[src/rtl/hazard_ctrl_pkg.sv]
// Shared definitions for the pipeline hazard controller and its neighbours.
package hazard_ctrl_pkg;

    // Wait-state sequencer encoding; the values are visible on state_o.
    typedef enum logic [1:0] {
        StRun     = 2'd0,
        StMemWait = 2'd1,
        StAbort   = 2'd2
    } hz_state_e;

    // Write-back select value that marks a load in EX.
    localparam logic [1:0] WDSEL_LOAD = 2'b01;

    // Next-PC operation encodings shared with the branch logic.
    typedef enum logic [1:0] {
        NpcPlus4  = 2'd0,
        NpcBranch = 2'd1,
        NpcJump   = 2'd2,
        NpcJalr   = 2'd3
    } npc_op_e;

endpackage

[src/rtl/hazard_ctrl_detect.sv]
// Combinational load-use hazard detector. It is shared with the forwarding unit.
module hazard_detect
    import hazard_ctrl_pkg::*;
(
    input  logic [4:0] id_rs1_i,
    input  logic [4:0] id_rs2_i,
    input  logic       id_use_rs1_i,
    input  logic       id_use_rs2_i,
    input  logic [4:0] ex_rd_i,
    input  logic       ex_RegWrite_i,
    input  logic [1:0] ex_WDsel_i,
    output logic       lu_o
);

    logic ex_is_load;
    logic rs1_hit;
    logic rs2_hit;

    // x0 is hard-wired, so a load targeting it can never create a dependency.
    always_comb begin
        ex_is_load = ex_RegWrite_i & (ex_WDsel_i == WDSEL_LOAD) & (ex_rd_i != 5'd0);
        rs1_hit    = id_use_rs1_i & (id_rs1_i == ex_rd_i);
        rs2_hit    = id_use_rs2_i & (id_rs2_i == ex_rd_i);
        lu_o       = ex_is_load & (rs1_hit | rs2_hit);
    end

endmodule

[src/rtl/hazard_ctrl.sv]
// Pipeline hazard controller: load-use bubbles, branch flushes and data-memory
// wait states with a timeout abort.
// Build option: define HAZARD_PERF_CNT_EN to add the three performance counters.
module hazard_ctrl
    import hazard_ctrl_pkg::*;
#(
    parameter int unsigned MEM_TIMEOUT = 16,
    parameter int unsigned CNT_W       = 5
) (
    input  logic        clk,
    input  logic        rst,
    input  logic [4:0]  id_rs1_i,
    input  logic [4:0]  id_rs2_i,
    input  logic        id_use_rs1_i,
    input  logic        id_use_rs2_i,
    input  logic [4:0]  ex_rd_i,
    input  logic        ex_RegWrite_i,
    input  logic [1:0]  ex_WDsel_i,
    input  logic        ex_br_taken_i,
    input  logic        mem_req_i,
    input  logic        mem_ready_i,
    output logic        pc_pause_o,
    output logic        if_id_pause_o,
    output logic        if_id_flush_o,
    output logic        id_ex_flush_o,
    output logic        id_ex_hold_o,
    output logic        ex_mem_hold_o,
    output logic        mem_wb_flush_o,
    output logic        mem_err_o,
`ifdef HAZARD_PERF_CNT_EN
    output logic [31:0] perf_lu_cnt_o,
    output logic [31:0] perf_br_cnt_o,
    output logic [31:0] perf_mem_cnt_o,
`endif
    output logic [1:0]  state_o
);

    localparam logic [CNT_W-1:0] CntTimeout = CNT_W'(MEM_TIMEOUT);
    localparam logic [CNT_W-1:0] CntMax     = {CNT_W{1'b1}};

    hz_state_e        state_q, state_d;
    logic [CNT_W-1:0] cnt_q, cnt_d;
    logic             lu;
    logic             ms;
    logic             mem_done;
    logic             lu_bubble;
    logic             br_flush;

    hazard_detect u_detect (
        .id_rs1_i      (id_rs1_i),
        .id_rs2_i      (id_rs2_i),
        .id_use_rs1_i  (id_use_rs1_i),
        .id_use_rs2_i  (id_use_rs2_i),
        .ex_rd_i       (ex_rd_i),
        .ex_RegWrite_i (ex_RegWrite_i),
        .ex_WDsel_i    (ex_WDsel_i),
        .lu_o          (lu)
    );

    assign ms       = mem_req_i & ~mem_ready_i;
    // A dropped request while waiting counts as completion.
    assign mem_done = mem_ready_i | ~mem_req_i;
    assign state_o  = state_q;

    // Next-state, wait counter and control outputs; everything is forced low in reset.
    always_comb begin
        state_d        = state_q;
        cnt_d          = cnt_q;
        pc_pause_o     = 1'b0;
        if_id_pause_o  = 1'b0;
        if_id_flush_o  = 1'b0;
        id_ex_flush_o  = 1'b0;
        id_ex_hold_o   = 1'b0;
        ex_mem_hold_o  = 1'b0;
        mem_wb_flush_o = 1'b0;
        mem_err_o      = 1'b0;
        lu_bubble      = 1'b0;
        br_flush       = 1'b0;

        unique case (state_q)
            StRun, StMemWait: begin
                if ((state_q == StRun) ? ms : ~mem_done) begin
                    // Freeze the front of the pipe and bubble WB until memory answers.
                    pc_pause_o     = 1'b1;
                    if_id_pause_o  = 1'b1;
                    id_ex_hold_o   = 1'b1;
                    ex_mem_hold_o  = 1'b1;
                    mem_wb_flush_o = 1'b1;
                    if (state_q == StRun) begin
                        state_d = StMemWait;
                        cnt_d   = CNT_W'(1);
                    end else if (cnt_q == CntTimeout) begin
                        state_d = StAbort;
                    end else if (cnt_q != CntMax) begin
                        cnt_d = cnt_q + CNT_W'(1);
                    end
                end else begin
                    state_d = StRun;
                    cnt_d   = '0;
                    if (ex_br_taken_i) begin
                        // PC stays live so it loads the branch target; lu is moot.
                        br_flush      = 1'b1;
                        if_id_flush_o = 1'b1;
                        id_ex_flush_o = 1'b1;
                    end else if (lu) begin
                        lu_bubble     = 1'b1;
                        pc_pause_o    = 1'b1;
                        if_id_pause_o = 1'b1;
                        id_ex_flush_o = 1'b1;
                    end
                end
            end
            StAbort: begin
                // Drop the faulting access and let the pipeline drain.
                mem_err_o      = 1'b1;
                mem_wb_flush_o = 1'b1;
                state_d        = StRun;
                cnt_d          = '0;
            end
            default: begin
                state_d = StRun;
                cnt_d   = '0;
            end
        endcase

        if (rst) begin
            pc_pause_o     = 1'b0;
            if_id_pause_o  = 1'b0;
            if_id_flush_o  = 1'b0;
            id_ex_flush_o  = 1'b0;
            id_ex_hold_o   = 1'b0;
            ex_mem_hold_o  = 1'b0;
            mem_wb_flush_o = 1'b0;
            mem_err_o      = 1'b0;
            lu_bubble      = 1'b0;
            br_flush       = 1'b0;
        end
    end

    // Sequencer state and wait counter.
    always_ff @(posedge clk) begin
        if (rst) begin
            state_q <= StRun;
            cnt_q   <= '0;
        end else begin
            state_q <= state_d;
            cnt_q   <= cnt_d;
        end
    end

`ifdef HAZARD_PERF_CNT_EN
    logic [31:0] perf_lu_q, perf_br_q, perf_mem_q;

    // Free-running event counters; they wrap naturally at 2^32.
    always_ff @(posedge clk) begin
        if (rst) begin
            perf_lu_q  <= '0;
            perf_br_q  <= '0;
            perf_mem_q <= '0;
        end else begin
            perf_lu_q  <= perf_lu_q + {31'd0, lu_bubble};
            perf_br_q  <= perf_br_q + {31'd0, br_flush};
            perf_mem_q <= perf_mem_q + {31'd0, state_q == StMemWait};
        end
    end

    assign perf_lu_cnt_o  = perf_lu_q;
    assign perf_br_cnt_o  = perf_br_q;
    assign perf_mem_cnt_o = perf_mem_q;
`endif

endmodule

[config.mk]
export PLATFORM = sky130hd
export DESIGN_NAME = hazard_ctrl
export DESIGN_NICKNAME = d
export VERILOG_FILES = /design/src/rtl/hazard_ctrl_pkg.sv /design/src/rtl/hazard_ctrl_detect.sv /design/src/rtl/hazard_ctrl.sv
export SDC_FILE = /design/constraint.sdc
export NUM_CORES = 1
export LEC_CHECK = 0
export CAP_MARGIN = 20
export CORE_MARGIN = 1
export CORE_UTILIZATION = 40
export DETAILED_ROUTE_END_ITERATION = 8
export DONT_BUFFER_PORTS = 1
export GPL_TIMING_DRIVEN = 0
export PLACE_DENSITY = 0.55
export SLEW_MARGIN = 40
export SYNTH_ARGS = -nofsm -noshare
export SYNTH_HDL_FRONTEND = slang
export SYNTH_SLANG_ARGS = --single-unit
[constraint.sdc]
create_clock -name clk -period 1.7 [get_ports clk]
set_clock_uncertainty 0.15 [all_clocks]
set_input_delay 0.085 -clock clk [delete_from_list [all_inputs] [get_ports clk]]
set_output_delay 0.085 -clock clk [all_outputs]
set_load 0.02 [all_outputs]
Word level (Yosys, flattened, before mapping)

Index checks and enable logic that the tools add are counted.

Register bits: 7
Bits of input ports: 25
Logic and storage cells: 62
Output and inout port bits: 10

Add/sub/neg operators: 1
Reductions and logical operators: 9
Bitwise gates (word level): 14
Multiplexer cells: 26
Eq/ne operators: 8

Operators by type and width:

| cell                | number |
|---|---|
| $mux 1              | 25 |
| $eq 5x5->1          | 2 |
| $and 1x1->1         | 6 |
| $not 1->1           | 6 |
| $add 5x1->5 const B | 1 |
| $eq 5x5->1 const B  | 1 |
| $ne 5x5->1 const B  | 1 |
| $reduce_bool 5->1   | 1 |
| $eq 2x1->1 const B  | 2 |
| $reduce_and 2->1    | 2 |
| $reduce_bool 2->1   | 2 |
| $reduce_or 4->1     | 1 |
| $reduce_or 3->1     | 1 |
| $eq 2x2->1 const B  | 1 |
| $logic_not 2->1     | 1 |
| $ne 2x2->1 const B  | 1 |
| $or 1x1->1          | 2 |
| $pmux 1 s2          | 1 |
| $reduce_or 2->1     | 1 |

Logic depth before layout (Yosys ltp)

Gate-level depths: netlist of run 1.

Depth after elaboration: 9
Depth in mapped cells: 6

Hierarchy

A second synthesis of run 1 with hierarchy kept.

Cell total of the unflattened synthesis: 66
Area total of the unflattened synthesis: 565.5 sq um

By module, submodules not included:

| module        | times used | area each (sq um) | cells an instance |
|---|---|---|---|
| hazard_ctrl   | 1          | 424.2             | 47 |
| hazard_detect | 1          | 141.4             | 19 |

Worst setup path after synthesis of run 1

No wires, ideal clock.

Kind: register -> register
Start: register cnt_q[0]
End: register cnt_q[0]
Required time: 1,447 ps
Path slack: -29 ps
Arrival time: 1,476 ps
Cell stages (with the launch flop): 7
Cells stage by stage: dfxtp_1 -> ha_1 -> and3_2 -> ha_1 -> nor2_4 -> xnor2_1 -> a2111oi_2

Cells in the longest elaborated chain, start to end: 4

Ends and longest elaborated chain:

| what                   | RTL line           | source |
|---|---|---|
| from (decl)            | hazard_ctrl.sv:42  | `logic [CNT_W-1:0] cnt_q, cnt_d;` |
| from (signal assigned) | hazard_ctrl.sv:147 | `cnt_q <= cnt_d;` |
| $add 5x1->5            | hazard_ctrl.sv:95  | `cnt_d = cnt_q + CNT_W'(1);` |
| $mux 1                 | hazard_ctrl.sv:94  | `end else if (cnt_q != CntMax) begin` |
| $mux 1                 | hazard_ctrl.sv:92  | `end else if (cnt_q == CntTimeout) begin` |
| $mux 1                 | hazard_ctrl.sv:89  | `if (state_q == StRun) begin` |

Parallel ways exist; a longest one is shown, timed or not. The select of a mux whose other input is x is not followed.
A chain may end at the register's enable or synchronous reset.

Final worst setup path of run 1

Start: register state_q[1], in the netlist state_o[1]
End: output pc_pause_o

Cells in the longest elaborated chain, start to end: 5

Ends and longest elaborated chain:

| what                   | RTL line           | source |
|---|---|---|
| from (decl)            | hazard_ctrl.sv:41  | `hz_state_e state_q, state_d;` |
| from (signal assigned) | hazard_ctrl.sv:143 | `state_q <= StRun;` |
| from (signal assigned) | hazard_ctrl.sv:146 | `state_q <= state_d;` |
| $logic_not 2->1        | --                 |  |
| $mux 1                 | hazard_ctrl.sv:82  | `if ((state_q == StRun) ? ms : ~mem_done) begin` |
| $mux 1                 | --                 |  |
| $mux 1 * (2 in a row)  | --                 |  |
| to (decl)              | hazard_ctrl.sv:22  | `output logic pc_pause_o,` |

Every way passes the cells marked *; elsewhere a longest branch is shown, timed or not.

==> impl_metrics.tcl, run 1 <==
set metrics [dict create \
    yosysWarnings 0 \
    peakVddDrop_mv 0.510 \
    crit_path_start_kind "register" \
    portBuffers 0 \
    synthesis.area_sq_um 566 \
    routed_wl_um 1070 \
    worst_skew_pair.late_latency_ps 260 \
    cts_tree "built" \
    cp_max_fo 7 \
    synth_xor_area_share_pct 20.1 \
    holdWs_ps -198 \
    synthArstFlopShare_pct 0 \
    rows 13 \
    numCtsBuffers 3 \
    ys_ff_latch 7 \
    gr-total-overflow 0 \
    grt_max_degree 8 \
    first_iter_violations 1 \
    endpoint_kind "output port" \
    synth_cells 65 \
    crit_arrival_ps 1410 \
    failed_checks "negative hold slack" \
    cp.depth 3 \
    final_cell_mix "xor2_1, nor2_1, nand2_1, buf_4" \
    final_common_cell "xor2_1" \
    setup_viol 0 \
    synth_area_leaders "dfxtp_1, xor2_1, ha_1" \
    crit_required_ps 1460 \
    htree_levels 1 \
    synth_cell_type_count 26 \
    cp-startpoint "state_o[1]" \
    initial_core_util_pct 43.5 \
    grt_antenna_before_repair 0 \
    synth_fa_ha_area_share_pct 6.64 \
    io_pins 35 \
    die_h_um 39.6 \
    dieArea_sq_um 1570 \
    drc_errors 0 \
    antennaDiodeCount 0 \
    drt_pass1_iterations 2 \
    via_per_inst 5.27 \
    clkTransAtPathRegs_ps 60 \
    num-nets-final 102 \
    p_leak_nw 0.268 \
    drive_gt1_share_pct 39.7 \
    dp.cells 80 \
    r2r_start "cnt_q[0]" \
    ff_latch_area_sq_um 144 \
    slowest_stage "or3_4" \
    synth_largest_area_cell "dfxtp_1" \
    r2r_end "cnt_q[0]" \
    synth_flop_cell "dfxtp_1" \
    crit_end "pc_pause_o" \
    wl_per_cell_um 12.1 \
    num_vias 464 \
    synthSimpleGateAreaFrac_pct 32.1 \
    cts.path.max_buffers 2 \
    multiInputGateArea_sq_um 469 \
    crit_type "register to output port" \
    worstHoldPathType "input pin to register" \
    drv_slew 0 \
    rrSetupSlack_ps 90 \
    synth_top_family_by_area "simple AND/OR/NAND/NOR gates" \
    avgSynthCellArea_sq_um 8.70 \
    synth-compound-area-share_pct 11.7 \
    fin_crit_sh_pct 96.5 \
    grt_pass1_wl_um 1670 \
    finalPower_w 0.000386 \
    crit_chain "or3_4, o21ai_4, buf_4" \
    grt_usage_pct 16.3 \
    path_delay_family "simple AND/OR/NAND/NOR gates" \
    synth_mux_area_share_pct 0 \
    setup-tns-final_ps 0 \
    numClockSinks 7 \
    ctsHoldBuffers 1 \
    core_sq_um 1300 \
    syn-num-nets 93 \
    cts-root-buf "clkbuf_4" \
    power_density_nw_per_um2 536 \
    worst_slew_pin_slew_ps 425 \
    reg2regPathDepth 6 \
    fin_ws_ps 59.3 \
    first_global_vias 418 \
    die_x_um 39.6 \
    status "finished with violations" \
    preCtsSetupSlack_ps -122 \
    crit_buf_inv 1 \
    hold_viol 2 \
    drv_cap 0 \
    period_needed_ps 1640 \
    slew_headroom_pct 71.6 \
    place.gp.congestion 0.714 \
    critPathMaxStageDelay_ps 450 \
    yosysSeqAreaShare_pct 24.8 \
    ant_nets 0 \
    fill_cells 118 \
    max_freq_ghz 0.610 \
    synth_edf_count 0 \
    area_growth_pct 27.4 \
    finalNonFillerCells 88 \
    synth_top_area_share_pct 24.8 \
]
-- cells in the mapped netlist (2+ instances only) --
master,n
xnor2_1,4
nand2_1,5
inv_1,3
o21ai_0,3
nor3b_1,3
nor3_1,2
a21oi_1,4
buf_4,2
dfxtp_1,7
nor2_1,5
nor4_1,2
ha_1,3
xor2_1,9
-- sequential cells by signal (all words and copies together) (netlist names) --
signal	cells
cnt_q	5
state_o	2
-- how the worst min path moves through the flow --
| stage | start | to | slack [ps] | depth (start not counted) |
|---|---|---|---|---|
| finish | mem_req_i | cnt_q[0] | -200 | 2 |
| global route | mem_req_i | cnt_q[0] | -200 | 2 |
| CTS | mem_req_i | cnt_q[0] | -210 | 2 |
| detailed placement | rst | cnt_q[0] | 10 | 1 |
| global placement | rst | cnt_q[0] | 20 | 1 |
| floorplan | rst | cnt_q[0] | 10 | 1 |
-- kinds of logic after synthesis --
family                     count (synthesis)
AOI/OAI and AO/OA                         10
xor gates and xnor gates                  13
adders and majority gates                  3
buffers and inverters                      5
DFF                                        7
and+or+nand+nor                           27
-- timing repair --
action / CTS / global route
endpoints found under the setup margin: 9 / 4
buffers inserted: 3 / 0
pin swaps: 2 / 3
gates resized for setup: 10 / 9
hold endpoints to repair: 2 / 2
-- where the power goes --
part | internal [W] | switching, W | leakage (nW) | total (W)
sequential | 0.000166 | 0.00000430 | 0.0581 | 0.000171
clock | 0.0000862 | 0.0000670 | 0.0177 | 0.000153
combinational | 0.0000328 | 0.0000296 | 0.192 | 0.0000624
-- final cells by class --
type                       count  area share, %
timing repair buffer           4           4.51
multi-input combinational     53           65.1
tap                           15           2.60
clock inverter                 1          0.694
inverter                       3           1.91
buffer                         2           2.08
clock buffer                   3           3.13
sequential                     7           20.0
-- metal layers --
| layer | vias to the layer above | wire length (um) | global-route usage [%] |
|---|---|---|---|
| li1 | 240 | - | - |
| met1 | 200 | 459 | 18.4 |
| met2 | 22 | 512 | 26.6 |
| met3 | 2 | 88 | 7.39 |
| met4 | 0 | 6 | 5.17 |
| met5 | - | 0 | 0 |
-- per-stage QoR --
step | util, % | hold slack (ps) | area (sq um)
after floorplan | - | 11.1 | 568
after global placement | 45.1 | 15.8 | 587
after detailed placement | 45.1 | 12.9 | 587
after CTS | 52.1 | -207 | 678
after global routing | 55.4 | -203 | 721
final | 55.4 | -198 | 721
(Power assumes the default switching activity.)
==> inputs of run 2 (changes only) <==
--- a/config.mk
+++ b/config.mk
@@ -6,12 +6,12 @@
 export NUM_CORES = 1
 export LEC_CHECK = 0
 export CAP_MARGIN = 20
-export CORE_MARGIN = 1
-export CORE_UTILIZATION = 40
+export CORE_AREA = 2 2 39 41
 export DETAILED_ROUTE_END_ITERATION = 8
+export DIE_AREA = 0 0 41 43
 export DONT_BUFFER_PORTS = 1
 export GPL_TIMING_DRIVEN = 0
-export PLACE_DENSITY = 0.55
+export PLACE_DENSITY = 0.58
 export SLEW_MARGIN = 40
 export SYNTH_ARGS = -nofsm -noshare
 export SYNTH_HDL_FRONTEND = slang
==> run 2 against run 1 <==
Critical endpoint is now cnt_q[0]. Highest routed layer unchanged. Non-clock buffer count up 1. Via count is 7.5% higher. Largest cell class unchanged. Sequential power is essentially flat. Power fell by 1.5%. Fmax down 3.6%. The run ends with negative hold slack, negative setup slack left. Clock power decreased by 3%. Sequential share of layout area increased by 0.28 points. Hold slack improved by 160 ps.
==> impl_metrics.tcl, run 2 (synthesis results as in run 1) <==
set metrics [dict create \
    grt_pass1_wl_um 1680 \
    final_cell_mix "xor2_1, nor2_1, nand2_1, buf_4" \
    cts_tree "built" \
    drt_pass1_iterations 4 \
    critPathMaxStageDelay_ps 360 \
    routed_wl_um 1170 \
    rows 14 \
    cp_max_fo 4 \
    core_sq_um 1380 \
    postLayoutCoreUtil_pct 52.3 \
    dpl.hpwl_um 855 \
    worst_slew_pin_slew_ps 415 \
    die_h_um 43 \
    grt_antenna_before_repair 0 \
    hold_viol 1 \
    ant_nets 0 \
    crit_path_start_kind "register" \
    top_register "cnt_q" \
    crit_chain "ha_4, and3_4, ha_4, nor2_4, xnor2_2, a2111oi_2" \
    cts.path.max_buffers 2 \
    num-nets-final 103 \
    numCtsBuffers 3 \
    rsz0062_at_grt "yes" \
    via_per_inst 5.54 \
    design_area_sq_um 723 \
    antennaDiodeCount 0 \
    slew_headroom_pct 72.2 \
    clkTransAtPathRegs_ps 50 \
    gr-total-overflow 0 \
    cp.depth 6 \
    crit_required_ps 1690 \
    place_area_sq_um 588 \
    dieArea_sq_um 1760 \
    drv_cap 0 \
    holdWs_ps -34.6 \
    cp-startpoint "cnt_q[0]" \
    worstHoldPathType "input pin to register" \
    crit_path_frequent_cell "ha_4" \
    slowest_stage "dfxtp_4" \
    cts-root-buf "clkbuf_4" \
    status "finished with violations" \
    fin_crit_sh_pct 100 \
    crit_type "register to register" \
    holdCritStartpoint "mem_req_i" \
    period_needed_ps 1700 \
    crit_arrival_ps 1690 \
    first_global_vias 446 \
    grt_max_degree 8 \
    peakVddDrop_mv 0.271 \
    power_density_nw_per_um2 526 \
    place.gp.congestion 0.629 \
    die_x_um 41 \
    p_leak_nw 0.263 \
    first_iter_violations 3 \
    final_common_cell "xor2_1" \
    met2_length_um 581 \
    fin_ws_ps -2.09 \
    rrSetupSlack_ps -2 \
    worstHoldPathCells 3 \
    htree_levels 1 \
    route.met3.wl_um 107 \
    r2r_start "cnt_q[0]" \
    ctsHoldBuffers 2 \
    area_growth_pct 27.9 \
    max_freq_ghz 0.588 \
    numClockSinks 7 \
    path_delay_family "flip-flops" \
    portBuffers 0 \
    grt_usage_pct 14.6 \
    failed_checks "negative hold slack, negative setup slack" \
    m1WireLength_um 451 \
    drc_errors 0 \
    initial_core_util_pct 40.9 \
    reg2regPathDepth 6 \
    top_layer "met4" \
    num_vias 499 \
    crit_buf_inv 0 \
    drive_gt1_share_pct 35.1 \
    io_pins 35 \
    endpoint_kind "register" \
    setup_viol 1 \
    wl_per_cell_um 12.9 \
    drv_slew 0 \
    worst_skew_pair.late_latency_ps 250 \
    largest_reg_flops 5 \
]
[run 2: final timing paths]
check,end
setup reg to reg,cnt_q[0]
hold reg to reg,cnt_q[1]
hold / removal,state_o[0]
setup / recovery,cnt_q[0]
[run 2: tightest hold or removal path: cells and delay by family]
family / cells / cell delay (ps)
compound gates: 1 / 40
simple gates: 2 / 190
[run 2: cell type report]
| type | instances | area [sq um] |
|---|---|---|
| clock buffer | 4 | 26.3 |
| timing repair buffer | 5 | 42.5 |
| inverter | 3 | 11.3 |
| tap | 16 | 20.0 |
| multi-input combinational | 53 | 462 |
| fill | 145 | 661 |
| buffer | 2 | 15.0 |
| sequential | 7 | 146 |
[run 2: metrics by stage]
stage / cells / setup slack [ps] / total power (W) / hold WS [ps] / TNS [ps]
after floorplan: 65 / 8.82 / 0.000222 / 11.1 / 0
after global placement: 81 / -120 / 0.000226 / 13.8 / -242
after detailed placement: 81 / -155 / 0.000227 / 15.0 / -283
after CTS: 88 / 13.3 / 0.000383 / -7.93 / 0
after global routing: 90 / -132 / 0.000404 / -18.5 / -162
final: 90 / -2.09 / 0.000380 / -34.6 / -2.09
[run 2: power by group]
| group | leakage [nW] | switching (W) | total, W | internal (W) |
|---|---|---|---|---|
| clock | 0.0150 | 0.0000588 | 0.000148 | 0.0000894 |
| combinational | 0.189 | 0.0000293 | 0.0000619 | 0.0000326 |
| sequential | 0.0584 | 0.00000471 | 0.000170 | 0.000165 |
[run 2: timing repair]
item	CTS	global route
hold endpoints to repair	2	1
setup endpoints to repair	8	5
buffers inserted	1	2
pin swaps	3	4
resized for setup	8	9
gates cloned	0	0
[run 2: routing by layer]
| layer | GRT usage [%] | vias to the layer above |
|---|---|---|
| met5 | 0 | - |
| met4 | 12.0 | 0 |
| met3 | 3.66 | 4 |
| met2 | 21.6 | 27 |
| met1 | 16.5 | 223 |
| li1 | - | 245 |
